===== src/rtl/cpu_pkg.sv =====
// ---------------------------------------------------------------------------
// cpu_pkg
// Shared definitions for the multicycle CPU datapath and its controller:
//   - major opcodes decoded by the controller (instr[6:0])
//   - immediate-format select encodings (also consumed by the immediate
//     generator, so the values must stay in sync with it)
//   - controller state encoding
//   - small decode helpers used by the controller
// ---------------------------------------------------------------------------
package cpu_pkg;

   localparam logic [6:0] OPC_OPIMM = 7'b0010011;
   localparam logic [6:0] OPC_LOAD  = 7'b0000011;
   localparam logic [6:0] OPC_STORE = 7'b0100011;
   localparam logic [6:0] OPC_OP    = 7'b0110011;

   localparam logic [1:0] IMM_NONE = 2'b00;
   localparam logic [1:0] IMM_I    = 2'b01;
   localparam logic [1:0] IMM_S    = 2'b10;

   typedef enum logic [2:0] {
      ST_FETCH  = 3'd0,
      ST_DECODE = 3'd1,
      ST_EXEC   = 3'd2,
      ST_MEM    = 3'd3,
      ST_WB     = 3'd4,
      ST_TRAP   = 3'd5
   } state_t;

   // True for the four opcodes this controller knows how to sequence.
   function automatic logic opc_legal(input logic [6:0] opc);
      logic r;
      case (opc)
         OPC_OPIMM, OPC_LOAD, OPC_STORE, OPC_OP: r = 1'b1;
         default:                                r = 1'b0;
      endcase
      return r;
   endfunction

   // Immediate format needed by an opcode (R-type needs none).
   function automatic logic [1:0] imm_sel_for(input logic [6:0] opc);
      logic [1:0] r;
      case (opc)
         OPC_OPIMM, OPC_LOAD: r = IMM_I;
         OPC_STORE:           r = IMM_S;
         default:             r = IMM_NONE;
      endcase
      return r;
   endfunction

endpackage


===== src/rtl/mem_wait_timer.sv =====
// ---------------------------------------------------------------------------
// mem_wait_timer
// Counts consecutive cycles in which a memory request is outstanding
// without being accepted, and flags the cycle in which the wait reaches
// TIMEOUT_CYCLES. Any cycle that is not a wait cycle (handshake or no
// request) restarts the count.
//
// Parameters:
//   TIMEOUT_CYCLES  wait cycles allowed before expiry; 0 disables expiry
// Ports:
//   clk      in   system clock, rising edge
//   rst      in   synchronous active-high reset
//   waiting  in   mem_req=1 and mem_ready=0 this cycle
//   expired  out  this wait cycle is the TIMEOUT_CYCLES-th in a row
// ---------------------------------------------------------------------------
module mem_wait_timer #(
   parameter int unsigned TIMEOUT_CYCLES = 16
) (
   input  logic clk,
   input  logic rst,
   input  logic waiting,
   output logic expired
);

   // count_r holds the number of wait cycles already completed, so the
   // limit compare is against TIMEOUT_CYCLES-1 while the current cycle waits.
   localparam int unsigned CW    = (TIMEOUT_CYCLES < 2) ? 1 : $clog2(TIMEOUT_CYCLES);
   localparam int unsigned LIMIT = (TIMEOUT_CYCLES == 0) ? 0 : TIMEOUT_CYCLES - 1;
   localparam logic [CW-1:0] LIMIT_V = CW'(LIMIT);

   logic [CW-1:0] count_r;

   // Wait-cycle counter: advances while waiting, restarts otherwise.
   always_ff @(posedge clk) begin
      if (rst) begin
         count_r <= {CW{1'b0}};
      end else if (waiting && !expired) begin
         count_r <= count_r + CW'(1);
      end else begin
         count_r <= {CW{1'b0}};
      end
   end

   if (TIMEOUT_CYCLES == 0) begin : g_timeout_off
      assign expired = 1'b0;
   end else begin : g_timeout_on
      assign expired = waiting && (count_r == LIMIT_V);
   end

endmodule


===== src/rtl/multicycle_ctrl.sv =====
// ---------------------------------------------------------------------------
// multicycle_ctrl
// Sequencing FSM for the multicycle CPU datapath. Steps each instruction
// through FETCH, DECODE, EXEC, (MEM), (WB) and drives the datapath strobes.
// All arithmetic lives in the datapath; this block only sequences.
//
// Parameters:
//   TIMEOUT_CYCLES  max wait cycles for mem_ready before a bus-error trap
//                   (0 disables the timeout)
//   HALT_ON_TRAP    1: TRAP is terminal until reset; 0: TRAP -> FETCH
// Ports:
//   clk, rst       clock (rising edge), synchronous active-high reset
//   instr[31:0]    current IR contents (only sampled in DECODE)
//   mem_ready      memory accepted/completed the current request
//   ir_we, pc_we   load IR / advance PC (fetch handshake cycle)
//   mem_req        memory request valid (FETCH, MEM)
//   mem_we         request is a store
//   mem_addr_sel   0 = PC, 1 = ALU result
//   imm_sel[1:0]   immediate format (IMM_NONE / IMM_I / IMM_S)
//   alu_src_b      0 = rs2, 1 = immediate
//   reg_we         register-file write strobe (WB)
//   wb_sel         0 = ALU result, 1 = load data
//   trap           sticky illegal-opcode / memory-timeout flag
//   busy           low only in FETCH while idle since reset
// Optional build macro MULTICYCLE_CTRL_PERF_EN adds:
//   instret[31:0]       retired-instruction counter
//   stall_cycles[31:0]  memory wait-cycle counter
//
// Outputs are combinational from the state and the opcode registered in
// DECODE (plus mem_ready for the fetch write enables); none depend on instr.
// ---------------------------------------------------------------------------
module multicycle_ctrl
   import cpu_pkg::*;
#(
   parameter int unsigned TIMEOUT_CYCLES = 16,
   parameter bit          HALT_ON_TRAP   = 1'b1
) (
   input  logic        clk,
   input  logic        rst,
   input  logic [31:0] instr,
   input  logic        mem_ready,
   output logic        ir_we,
   output logic        pc_we,
   output logic        mem_req,
   output logic        mem_we,
   output logic        mem_addr_sel,
   output logic [1:0]  imm_sel,
   output logic        alu_src_b,
   output logic        reg_we,
   output logic        wb_sel,
   output logic        trap,
   output logic        busy
`ifdef MULTICYCLE_CTRL_PERF_EN
   ,
   output logic [31:0] instret,
   output logic [31:0] stall_cycles
`endif
);

   state_t     state_r;
   state_t     state_nxt_s;
   logic [6:0] opc_r;
   logic       trap_r;
   logic       trap_set_s;
   logic       idle_r;
   logic       wait_s;
   logic       hs_s;
   logic       expired_s;
   logic       unused_instr_s;

   // Only the opcode field is decoded here; the rest belongs to the datapath.
   assign unused_instr_s = ^instr[31:7];

   assign wait_s = mem_req & ~mem_ready;
   assign hs_s   = mem_req & mem_ready;

   mem_wait_timer #(
      .TIMEOUT_CYCLES (TIMEOUT_CYCLES)
   ) u_timer (
      .clk     (clk),
      .rst     (rst),
      .waiting (wait_s),
      .expired (expired_s)
   );

   // State, opcode, sticky trap and post-reset idle registers.
   always_ff @(posedge clk) begin
      if (rst) begin
         state_r <= ST_FETCH;
         opc_r   <= 7'b0000000;
         trap_r  <= 1'b0;
         idle_r  <= 1'b1;
      end else begin
         state_r <= state_nxt_s;
         if (state_r == ST_DECODE) begin
            opc_r <= instr[6:0];
         end else begin
            opc_r <= opc_r;
         end
         trap_r <= trap_r | trap_set_s;
         // Idle ends with the first accepted fetch after reset.
         if ((state_r == ST_FETCH) && hs_s) begin
            idle_r <= 1'b0;
         end else begin
            idle_r <= idle_r;
         end
      end
   end

   // Next-state logic; a handshake always beats an expiring timer because
   // expired_s is only ever raised in a cycle where mem_ready is low.
   always_comb begin
      state_nxt_s = state_r;
      trap_set_s  = 1'b0;
      case (state_r)
         ST_FETCH: begin
            if (hs_s) begin
               state_nxt_s = ST_DECODE;
            end else if (expired_s) begin
               state_nxt_s = ST_TRAP;
               trap_set_s  = 1'b1;
            end else begin
               state_nxt_s = ST_FETCH;
            end
         end
         ST_DECODE: begin
            // instr is decoded directly here; opc_r is loaded on this edge.
            if (opc_legal(instr[6:0])) begin
               state_nxt_s = ST_EXEC;
            end else begin
               state_nxt_s = ST_TRAP;
               trap_set_s  = 1'b1;
            end
         end
         ST_EXEC: begin
            if ((opc_r == OPC_LOAD) || (opc_r == OPC_STORE)) begin
               state_nxt_s = ST_MEM;
            end else begin
               state_nxt_s = ST_WB;
            end
         end
         ST_MEM: begin
            if (hs_s) begin
               if (opc_r == OPC_STORE) begin
                  state_nxt_s = ST_FETCH;
               end else begin
                  state_nxt_s = ST_WB;
               end
            end else if (expired_s) begin
               state_nxt_s = ST_TRAP;
               trap_set_s  = 1'b1;
            end else begin
               state_nxt_s = ST_MEM;
            end
         end
         ST_WB: begin
            state_nxt_s = ST_FETCH;
         end
         ST_TRAP: begin
            if (HALT_ON_TRAP) begin
               state_nxt_s = ST_TRAP;
            end else begin
               state_nxt_s = ST_FETCH;
            end
         end
         default: begin
            state_nxt_s = ST_FETCH;
         end
      endcase
   end

   // Datapath strobes decoded from state and the registered opcode.
   always_comb begin
      ir_we        = 1'b0;
      pc_we        = 1'b0;
      mem_req      = 1'b0;
      mem_we       = 1'b0;
      mem_addr_sel = 1'b0;
      imm_sel      = IMM_NONE;
      alu_src_b    = 1'b0;
      reg_we       = 1'b0;
      wb_sel       = 1'b0;
      case (state_r)
         ST_FETCH: begin
            mem_req = 1'b1;
            if (mem_ready) begin
               ir_we = 1'b1;
               pc_we = 1'b1;
            end else begin
               ir_we = 1'b0;
               pc_we = 1'b0;
            end
         end
         ST_DECODE: begin
            ir_we = 1'b0;
         end
         ST_EXEC: begin
            imm_sel   = imm_sel_for(opc_r);
            alu_src_b = (opc_r != OPC_OP);
         end
         ST_MEM: begin
            // Address operands from EXEC stay selected for the whole access.
            mem_req      = 1'b1;
            mem_addr_sel = 1'b1;
            mem_we       = (opc_r == OPC_STORE);
            imm_sel      = imm_sel_for(opc_r);
            alu_src_b    = 1'b1;
         end
         ST_WB: begin
            reg_we = 1'b1;
            wb_sel = (opc_r == OPC_LOAD);
         end
         ST_TRAP: begin
            reg_we = 1'b0;
         end
         default: begin
            reg_we = 1'b0;
         end
      endcase
   end

   assign trap = trap_r;
   assign busy = ~((state_r == ST_FETCH) && idle_r);

`ifdef MULTICYCLE_CTRL_PERF_EN
   logic [31:0] instret_r;
   logic [31:0] stall_r;
   logic        retire_s;

   // An instruction retires when control re-enters FETCH after completing.
   assign retire_s = (state_r == ST_WB) ||
                     ((state_r == ST_MEM) && hs_s && (opc_r == OPC_STORE));

   // Free-running performance counters, wrapping at 2^32.
   always_ff @(posedge clk) begin
      if (rst) begin
         instret_r <= 32'd0;
         stall_r   <= 32'd0;
      end else begin
         if (retire_s) begin
            instret_r <= instret_r + 32'd1;
         end else begin
            instret_r <= instret_r;
         end
         if (wait_s) begin
            stall_r <= stall_r + 32'd1;
         end else begin
            stall_r <= stall_r;
         end
      end
   end

   assign instret      = instret_r;
   assign stall_cycles = stall_r;
`endif

endmodule

===== config.mk =====
export PLATFORM = sky130hd
export DESIGN_NAME = multicycle_ctrl
export DESIGN_NICKNAME = d
export VERILOG_FILES = /design/src/rtl/cpu_pkg.sv /design/src/rtl/mem_wait_timer.sv /design/src/rtl/multicycle_ctrl.sv
export SDC_FILE = /design/constraint.sdc
export NUM_CORES = 1
export LEC_CHECK = 0
export ABC_AREA = 1
export BUFFER_PORTS_ARGS = -buffer_cell sky130_fd_sc_hd__buf_2
export CAP_MARGIN = 5
export CORE_AREA = 2 2 49 51
export CTS_BUF_LIST = sky130_fd_sc_hd__clkbuf_16
export DETAILED_ROUTE_END_ITERATION = 16
export DIE_AREA = 0 0 51 53
export GPL_TIMING_DRIVEN = 0
export PLACE_DENSITY = 0.68
export SETUP_SLACK_MARGIN = 0.4
export SLEW_MARGIN = 40
export SYNTH_ARGS = -nofsm -noshare
export SYNTH_HDL_FRONTEND = slang
export SYNTH_SLANG_ARGS = --single-unit

===== constraint.sdc =====
create_clock -name clk -period 2.45 [get_ports clk]
set_input_delay 0.1225 -clock clk [delete_from_list [all_inputs] [get_ports clk]]
set_output_delay 0.1225 -clock clk [all_outputs]
set_load 0.02 [all_outputs]

## Word-level counts from Yosys, hierarchy flattened

Index checks and enable logic that the tools add are counted.

| storage, ports and cells | value |
|---|---|
| flip-flop bits (word level) | 16 |
| bits in writable memories | 0 |
| memories kept | 0 |
| memory bits (read-only) | 0 |
| latch bits | 0 |
| output and inout port bits | 12 |
| input bits | 35 |
| word-level logic and storage cells | 62 |

| cells by class | value |
|---|---|
| div/mod/pow operators | 0 |
| magnitude comparators | 0 |
| shift operators | 0 |
| bitwise operators | 6 |
| multipliers | 0 |
| add/subtract/negate cells | 1 |
| equality and inequality tests | 14 |
| mux-type cells | 24 |
| reductions and logical operators | 12 |

Operator list:

| kind | count |
|---|---|
| $eq 7x6->1 const B | 3 |
| $mux 3 | 7 |
| $pmux 3 s5 | 1 |
| $eq 7x2->1 const B | 2 |
| $eq 7x5->1 const B | 2 |
| $mux 1 | 12 |
| $reduce_or 2->1 | 4 |
| $ne 7x6->1 const B | 1 |
| $eq 3x2->1 const B | 2 |
| $eq 3x3->1 const B | 2 |
| $add 4x1->4 const B | 1 |
| $eq 4x4->1 const B | 1 |
| $logic_and 1x1->1 | 4 |
| $pmux 1 s2 | 2 |
| $pmux 2 s2 | 1 |
| $reduce_or 4->1 | 1 |
| $eq 3x1->1 const B | 1 |
| $logic_not 3->1 | 1 |
| $not 1->1 | 3 |
| $and 1x1->1 | 2 |
| $mux 2 | 1 |
| $logic_not 1->1 | 1 |
| $logic_or 1x1->1 | 1 |
| $or 1x1->1 | 1 |

## Logic depth before layout (Yosys ltp)

Gate-level depths: netlist of the first run.

| logic depth | value |
|---|---|
| depth after elaboration | 9 |
| gate-level depth with buffers | 11 |
| gate-level depth less buffers | 11 |

## Modules after synthesis

From an unflattened synthesis of the first run, not the netlist that was laid out.

| unflattened totals | value |
|---|---|
| cells, all modules | 126 |
| area, all modules | 828.3 um2 |

By module, submodules not included:

| module | cells each | seq. area each (um2) | area an instance (um2) | instances |
|---|---|---|---|---|
| multicycle_ctrl | 106 | 240.2 | 661.9 | 1 |
| mem_wait_timer | 20 | 80.1 | 166.4 | 1 |

## Worst setup path after synthesis of the first run

No wires, ideal clock.

| timing | value |
|---|---|
| path kind | register -> output |
| start | register opc_r[2] |
| end | output port wb_sel |
| cell stages (with the launch flop) | 4 |
| data required time | 2,328 ps |
| setup slack | 1,015 ps |
| data arrival time | 1,313 ps |
| buffers on the path | 0 |
| cells stage by stage | dfxtp_1 -> nor3_2 -> nand2_1 -> nor4_1 |

| on the way | value |
|---|---|
| word-level cells in the longest chain between the ends | 2 |

RTL lines:

| item | line | RTL |
|---|---|---|
| start: declaration | multicycle_ctrl.sv:62 | `logic [6:0] opc_r;` |
| start signal: assignment | multicycle_ctrl.sv:96 | `opc_r <= instr[6:0];` |
| start signal: assignment | multicycle_ctrl.sv:98 | `opc_r <= opc_r;` |
| $eq 7x2->1 | multicycle_ctrl.sv:211 | `wb_sel = (opc_r == OPC_LOAD);` |
| $mux 1 | multicycle_ctrl.sv:183 | `case (state_r)` |
| end: declaration | multicycle_ctrl.sv:50 | `output logic wb_sel,` |

Every way passes these cells.

## Worst setup path in the final report of the first run

| timing | value |
|---|---|
| start | register opc_r[0] |
| end | output port wb_sel |

Same word-level chain as after synthesis.

==> flow_summary.ini, run 1 <==
[outcome]
outcome = finished, final reports clean

[route]
firstDrtPassIters = 5
ant_nets = 0
drt-wirelength-per-cell_um = 10.2
drcViolationCount = 0
vias = 836
first_iter_violations = 13
wl_mm = 1.78
drt-vias-per-instance = 4.78

[setup_path]
timing.critical_path.slowest_stage_cell = dfxtp_1
cp-end-kind = output port
critPathMostFrequentCell = nand2_1
setup.worst_path.class = register to output port
max_fo_critical_path = 5
crit_path_cell_trace = nand2_1, nor3_2, nand2_1, nor4_1, buf_2
setup.worst_path.start_class = register
worstPathBufferInverterCount = 1
crit_path_max_incr_delay_ns = 0.33
worst-endpoint-arrival_ns = 1.45
worst_ep_required_time_ns = 2.33
critPathTopFamily = simple AND/OR/NAND/NOR gates

[global_route]
grt_antenna_before_repair = 0
pin_count_of_the_biggest_net_entering_global_routing = 11
globalRoute.totalOverflow = 0
all_layer_gr_usage = 0.154
wire_length_of_the_first_global_routing_pass_mm = 3.13
vias_in_the_first_global_route = 805

[timing]
timing.final.crit_period_ns = 1.57
worst-slew-pin-transition_ns = 0.323
final.period_utilization = 0.640
maxSlewViolCount = 0
total_of_endpoints_with_negative_setup_slack_in_the_final_report = 0
fmax_mhz = 638
final.setup.worst_slack_ns = 0.882
setup_repair_after_global_routing_missed_its_margin = no
fin_skew_ns = 0.00333
final_hold_viol_count = 0
max_slew_margin = 0.783
sum_neg_setup_slack_ns = 0

[synth]
yosys.cell_count.top_type = nor2_1
ys_dominant_reg_cell = dfxtp_1
synth_simple_gate_area_frac = 0.367
synth_top_family_by_area = simple AND/OR/NAND/NOR gates
synth-compound-area-share = 0.121
synth_adder_area_share = 0.0150
synth_warnings = 0
post_synth_main_area_contributors = dfxtp_1, nor2_1, nand2_1, inv_1, o21ai_0
synthXorXnorAreaFrac = 0.0105
postSynthRegisterBits = 16
seq_area_frac_synth = 0.383
yosysUniqueCellTypes = 24
synth.largest_area_cell = dfxtp_1
synth.area.mux_share = 0
synthesis.nets = 159
asyncSetResetFlopFracSynth = 0
synthCells = 123
post-synth-top-area-fraction = 0.383
syn_area_per_cell_sq_um = 6.80
synth_edf_count = 0
synth_area_sq_um = 836
list_of_most_frequent_post_synthesis_cells = nor2_1, nand2_1, inv_1

[flow_run]
cap_violations = 0

[pwr]
cellLeakagePower_nw = 0.529
clockPowerShare = 0.428
internal-power_uw = 532
netSwitchingPower_uw = 180
seq_power_share = 0.418
combinationalPowerShare = 0.153
swShare = 0.253
peak_vdd_ir_v = 0.000417
p_per_area_nw_per_um2 = 678

[cts]
clkSinkCount = 16
cts_resized = 0
level_count_of_the_clock_h_tree = 1
postCtsHoldBufs = 0
tritoncts.num_buffers = 3
cts_setup_buffers = 0
cts_tree = built
insertion_delay_ns = 0.24
clk_root_buffer_cell = clkbuf_16
max-clock-path-buffers = 2
clk_pin_slew_worst_paths_ns = 0.05

[placement]
io_buffer_count = 21
place.gp.congestion = 0.818
dpl_worst_slack_ns = 1.14
dpl_cell_area_sq_um = 976
place.detailed.hpwl_mm = 1.44
placed_cells = 172

[cells_and_area]
drive_gt1_frac = 0.259
final.fill_count = 225
flow.area_growth_from_synthesis_pct = 25.7
nNetsFinal = 185
postLayoutCellArea_sq_um = 1050
antenna_cells_inserted = 0
fin_cells = 175
finish.utilization = 0.489

[floorplan]
initial_utilization = 0.389
floorplan.die.width_um = 51
floorplan.die_area_sq_um = 2700
num_io_pins = 47
placementRows = 17
design.core.area_sq_um = 2150
die_h_um = 53

[hold_path]
holdCritPathClass = input port to register
-- cells in the final DEF, fill, tap and decap left out, types with 2 or more instances in the layout --
cell type,n
nor3_2,3
nand2_2,2
clkbuf_16,3
nor3_1,3
a21oi_1,5
inv_1,17
nand3_2,2
o21ai_0,9
nand2_1,21
nand3_1,5
buf_2,21
dfxtp_1,16
nor2_1,27
-- power by group through the flow --
stage / Sequential (mW) / Combinational [mW] / Clock [mW]
floorplan: 0.301 / 0.0756 / 0
global placement: 0.302 / 0.107 / 0
detailed placement: 0.303 / 0.109 / 0
CTS: 0.298 / 0.110 / 0.310
global route: 0.301 / 0.123 / 0.330
finish: 0.298 / 0.109 / 0.305
-- area by class of cell --
class / count / area, sq um / area share
multi-input cells: 86 / 429 / 0.408
flip-flops and latches: 16 / 320 / 0.305
repair buffers: 21 / 105 / 0.100
clock buffers: 3 / 75.1 / 0.0714
inverters: 19 / 73.8 / 0.0702
well taps: 28 / 35.0 / 0.0333
plain buffers: 2 / 12.5 / 0.0119
-- cells by family (layout without fill, tap and decap cells) --
group,after synthesis,count (layout)
compound gates,18,18
xor+xnor,1,1
flops,16,16
simple gates,66,66
fa+ha+maj,1,1
buf+inv,21,45
-- final timing paths --
| check | from | end | slack, ns | cells after the start |
|---|---|---|---|---|
| hold / removal | rst | state_r[0] | 0.06 | 2 |
| setup reg to reg | u_timer.count_r[0] | state_r[2] | 1.16 | 11 |
| hold reg to reg | u_timer.count_r[0] | u_timer.count_r[0] | 0.44 | 1 |
| setup / recovery | opc_r[0] | wb_sel | 0.88 | 5 |
-- stage by stage --
step | power [mW] | hold slack [ns]
2_1_floorplan | 0.376 | 0.192
3_3_place_gp | 0.409 | 0.319
3_5_place_dp | 0.412 | 0.316
4_1_cts | 0.718 | 0.0627
5_1_grt | 0.754 | 0.0711
6_report | 0.713 | 0.0614
-- layer usage --
| metal | routed length, um | global-route usage | vias to the layer above | share of wire |
|---|---|---|---|---|
| li1 | - | - | 439 | - |
| met3 | 66 | 0.0367 | 4 | 0.037 |
| met4 | 19 | 0.0766 | 0 | 0.011 |
| met2 | 882 | 0.286 | 13 | 0.50 |
| met5 | 0 | 0 | - | 0 |
| met1 | 812 | 0.162 | 380 | 0.46 |
-- sequential cells by signal, summed over array words and instances, names as in the netlist --
name	count
state_r	3
idle_r	1
trap	1
opc_r	7
u_timer.count_r	4
No activity file was read; power rests on OpenSTA's default activity.
==> run 2, diff against run 1 <==
--- a/config.mk
+++ b/config.mk
@@ -8,12 +8,12 @@
 export ABC_AREA = 1
 export BUFFER_PORTS_ARGS = -buffer_cell sky130_fd_sc_hd__buf_2
 export CAP_MARGIN = 5
-export CORE_AREA = 2 2 49 51
+export CORE_AREA = 2 2 50 52
 export CTS_BUF_LIST = sky130_fd_sc_hd__clkbuf_16
 export DETAILED_ROUTE_END_ITERATION = 16
-export DIE_AREA = 0 0 51 53
+export DIE_AREA = 0 0 52 54
 export GPL_TIMING_DRIVEN = 0
-export PLACE_DENSITY = 0.68
+export PLACE_DENSITY = 0.69
 export SETUP_SLACK_MARGIN = 0.4
 export SLEW_MARGIN = 40
 export SYNTH_ARGS = -nofsm -noshare
==> constraint.sdc (replaced) <==
create_clock -name clk -period 1.4 [get_ports clk]
set_input_delay 0.07 -clock clk [delete_from_list [all_inputs] [get_ports clk]]
set_output_delay 0.07 -clock clk [all_outputs]
set_load 0.02 [all_outputs]
==> flow_summary.ini, run 2 (same netlist as run 1, synthesis figures left out) <==
[timing]
max_slew_margin = 0.785
worst-slew-pin-transition_ns = 0.322
maxSlewViolCount = 0
worst_hold_slack_ns = 0.00467
total_of_endpoints_with_negative_setup_slack_in_the_final_report = 2
fin_skew_ns = 0.000940
final_hold_viol_count = 0
fmax_mhz = 705
setup_repair_after_global_routing_missed_its_margin = yes
final.period_utilization = 1.01
timing.final.crit_period_ns = 1.42
final.setup.worst_slack_ns = -0.0193

[route]
firstDrtPassIters = 4
wl_mm = 2.57
drt-vias-per-instance = 4.83
first_iter_violations = 27
drcViolationCount = 0
drt-wirelength-per-cell_um = 13.4
vias = 927
ant_nets = 0

[setup_path]
cp-end-kind = output port
setup.worst_path.class = register to output port
crit_path_cell_trace = nand2_2, nor3_4, nand2_2, nor4_4, buf_4
timing.critical_path.slowest_stage_cell = dfxtp_2
worst_ep_required_time_ns = 1.33
setup.reg_to_reg.worst_slack_ns = 0.09
worst-endpoint-arrival_ns = 1.35
max_fo_critical_path = 5
setup.worst_path.start_class = register
critPathMostFrequentCell = nand2_2
crit_path_max_incr_delay_ns = 0.32

[global_route]
pin_count_of_the_biggest_net_entering_global_routing = 11
vias_in_the_first_global_route = 900
wire_length_of_the_first_global_routing_pass_mm = 3.95
grt_antenna_before_repair = 0
globalRoute.totalOverflow = 0
all_layer_gr_usage = 0.194

[cts]
tritoncts.num_buffers = 3
clkSinkCount = 16
level_count_of_the_clock_h_tree = 1
clk_pin_slew_worst_paths_ns = 0.05
clk_root_buffer_cell = clkbuf_16
insertion_delay_ns = 0.24
max-clock-path-buffers = 2
cts_tree = built

[hold_path]
holdCritPathClass = input port to register

[cells_and_area]
top_regs = opc_r x7, u_timer.count_r x4, state_r x3
max_flop_register = opc_r
commonest_cells_after_routing_fill_and_taps_aside = nor2_1, buf_6, inv_1
drive_gt1_frac = 0.586
nNetsFinal = 199
layout.cells.most_common = nor2_1
largest_register_ffs = 7
antenna_cells_inserted = 0
flow.area_growth_from_synthesis_pct = 79.8

[pwr]
p_per_area_nw_per_um2 = 957
peak_vdd_ir_v = 0.000692
report.power.total_mw = 1.44
cellLeakagePower_nw = 0.667

[floorplan]
num_io_pins = 47
initial_utilization = 0.360
placementRows = 18
floorplan.die_area_sq_um = 2810
floorplan.die.width_um = 52
design.core.area_sq_um = 2320
die_h_um = 54

[outcome]
outcome = complete, but fails checks
violations_in_the_final_reports = negative setup slack

[placement]
place.gp.congestion = 0.774
io_buffer_count = 21
place.detailed.hpwl_mm = 1.48

[flow_run]
cap_violations = 0
-- run 2: per-stage QoR --
step                std cells  instance area [sq um]  worst slack (ns)  TNS, ns   util
floorplan                 123                    941             0.313        0      -
global placement          174                   1080             0.198        0  0.467
detailed placement        174                   1080             0.168        0  0.467
CTS                       190                   1430           -0.0426  -0.0948  0.616
global route              192                   1500           -0.0830   -0.328  0.648
finish                    192                   1500           -0.0193  -0.0235  0.648
-- run 2: power by group --
group,switching (mW),internal (mW),total (mW)
logic,0.185,0.156,0.342
clock network,0.175,0.379,0.553
registers,0.0518,0.492,0.543
total,0.411,1.03,1.44
-- run 2: repair_timing --
action / 4_1_cts / 5_1_grt
pin swaps: 16 / 15
gates resized for setup: 56 / 17
buffers inserted: 12 / 2
hold buffers: 0 / 0
setup endpoints to repair: 26 / 26
-- run 2: worst paths after layout --
check / startpoint / cells after the start / endpoint
worst min-delay path: rst / 2 / state_r[2]
worst max-delay path: opc_r[1] / 5 / wb_sel
worst min register to register: u_timer.count_r[0] / 1 / u_timer.count_r[0]
worst max register to register: opc_r[1] / 7 / state_r[0]
-- run 2: final cells by class --
class	count	area, sq um
Fill cell	191	817
Multi-Input combinational cell	86	642
Sequential cell	16	345
Timing Repair Buffer	35	292
Inverter	19	91.3
Clock buffer	3	75.1
Tap cell	30	37.5
Buffer	2	16.3
Clock inverter	1	3.75
-- run 2: worst max-delay path: cells and delay by family (launching register included) --
| family | cells | cell delay, ns |
|---|---|---|
| buffers and inverters | 1 | 0.18 |
| DFF | 1 | 0.32 |
| and+or+nand+nor | 4 | 0.60 |
-- run 2: layer usage --
layer  track usage  vias to the layer above  wire (um)
met5             0                        -          0
met4        0.0658                        0         19
met3        0.0250                        4         99
met2         0.340                       25       1300
met1         0.244                      422       1150
li1              -                      476          -
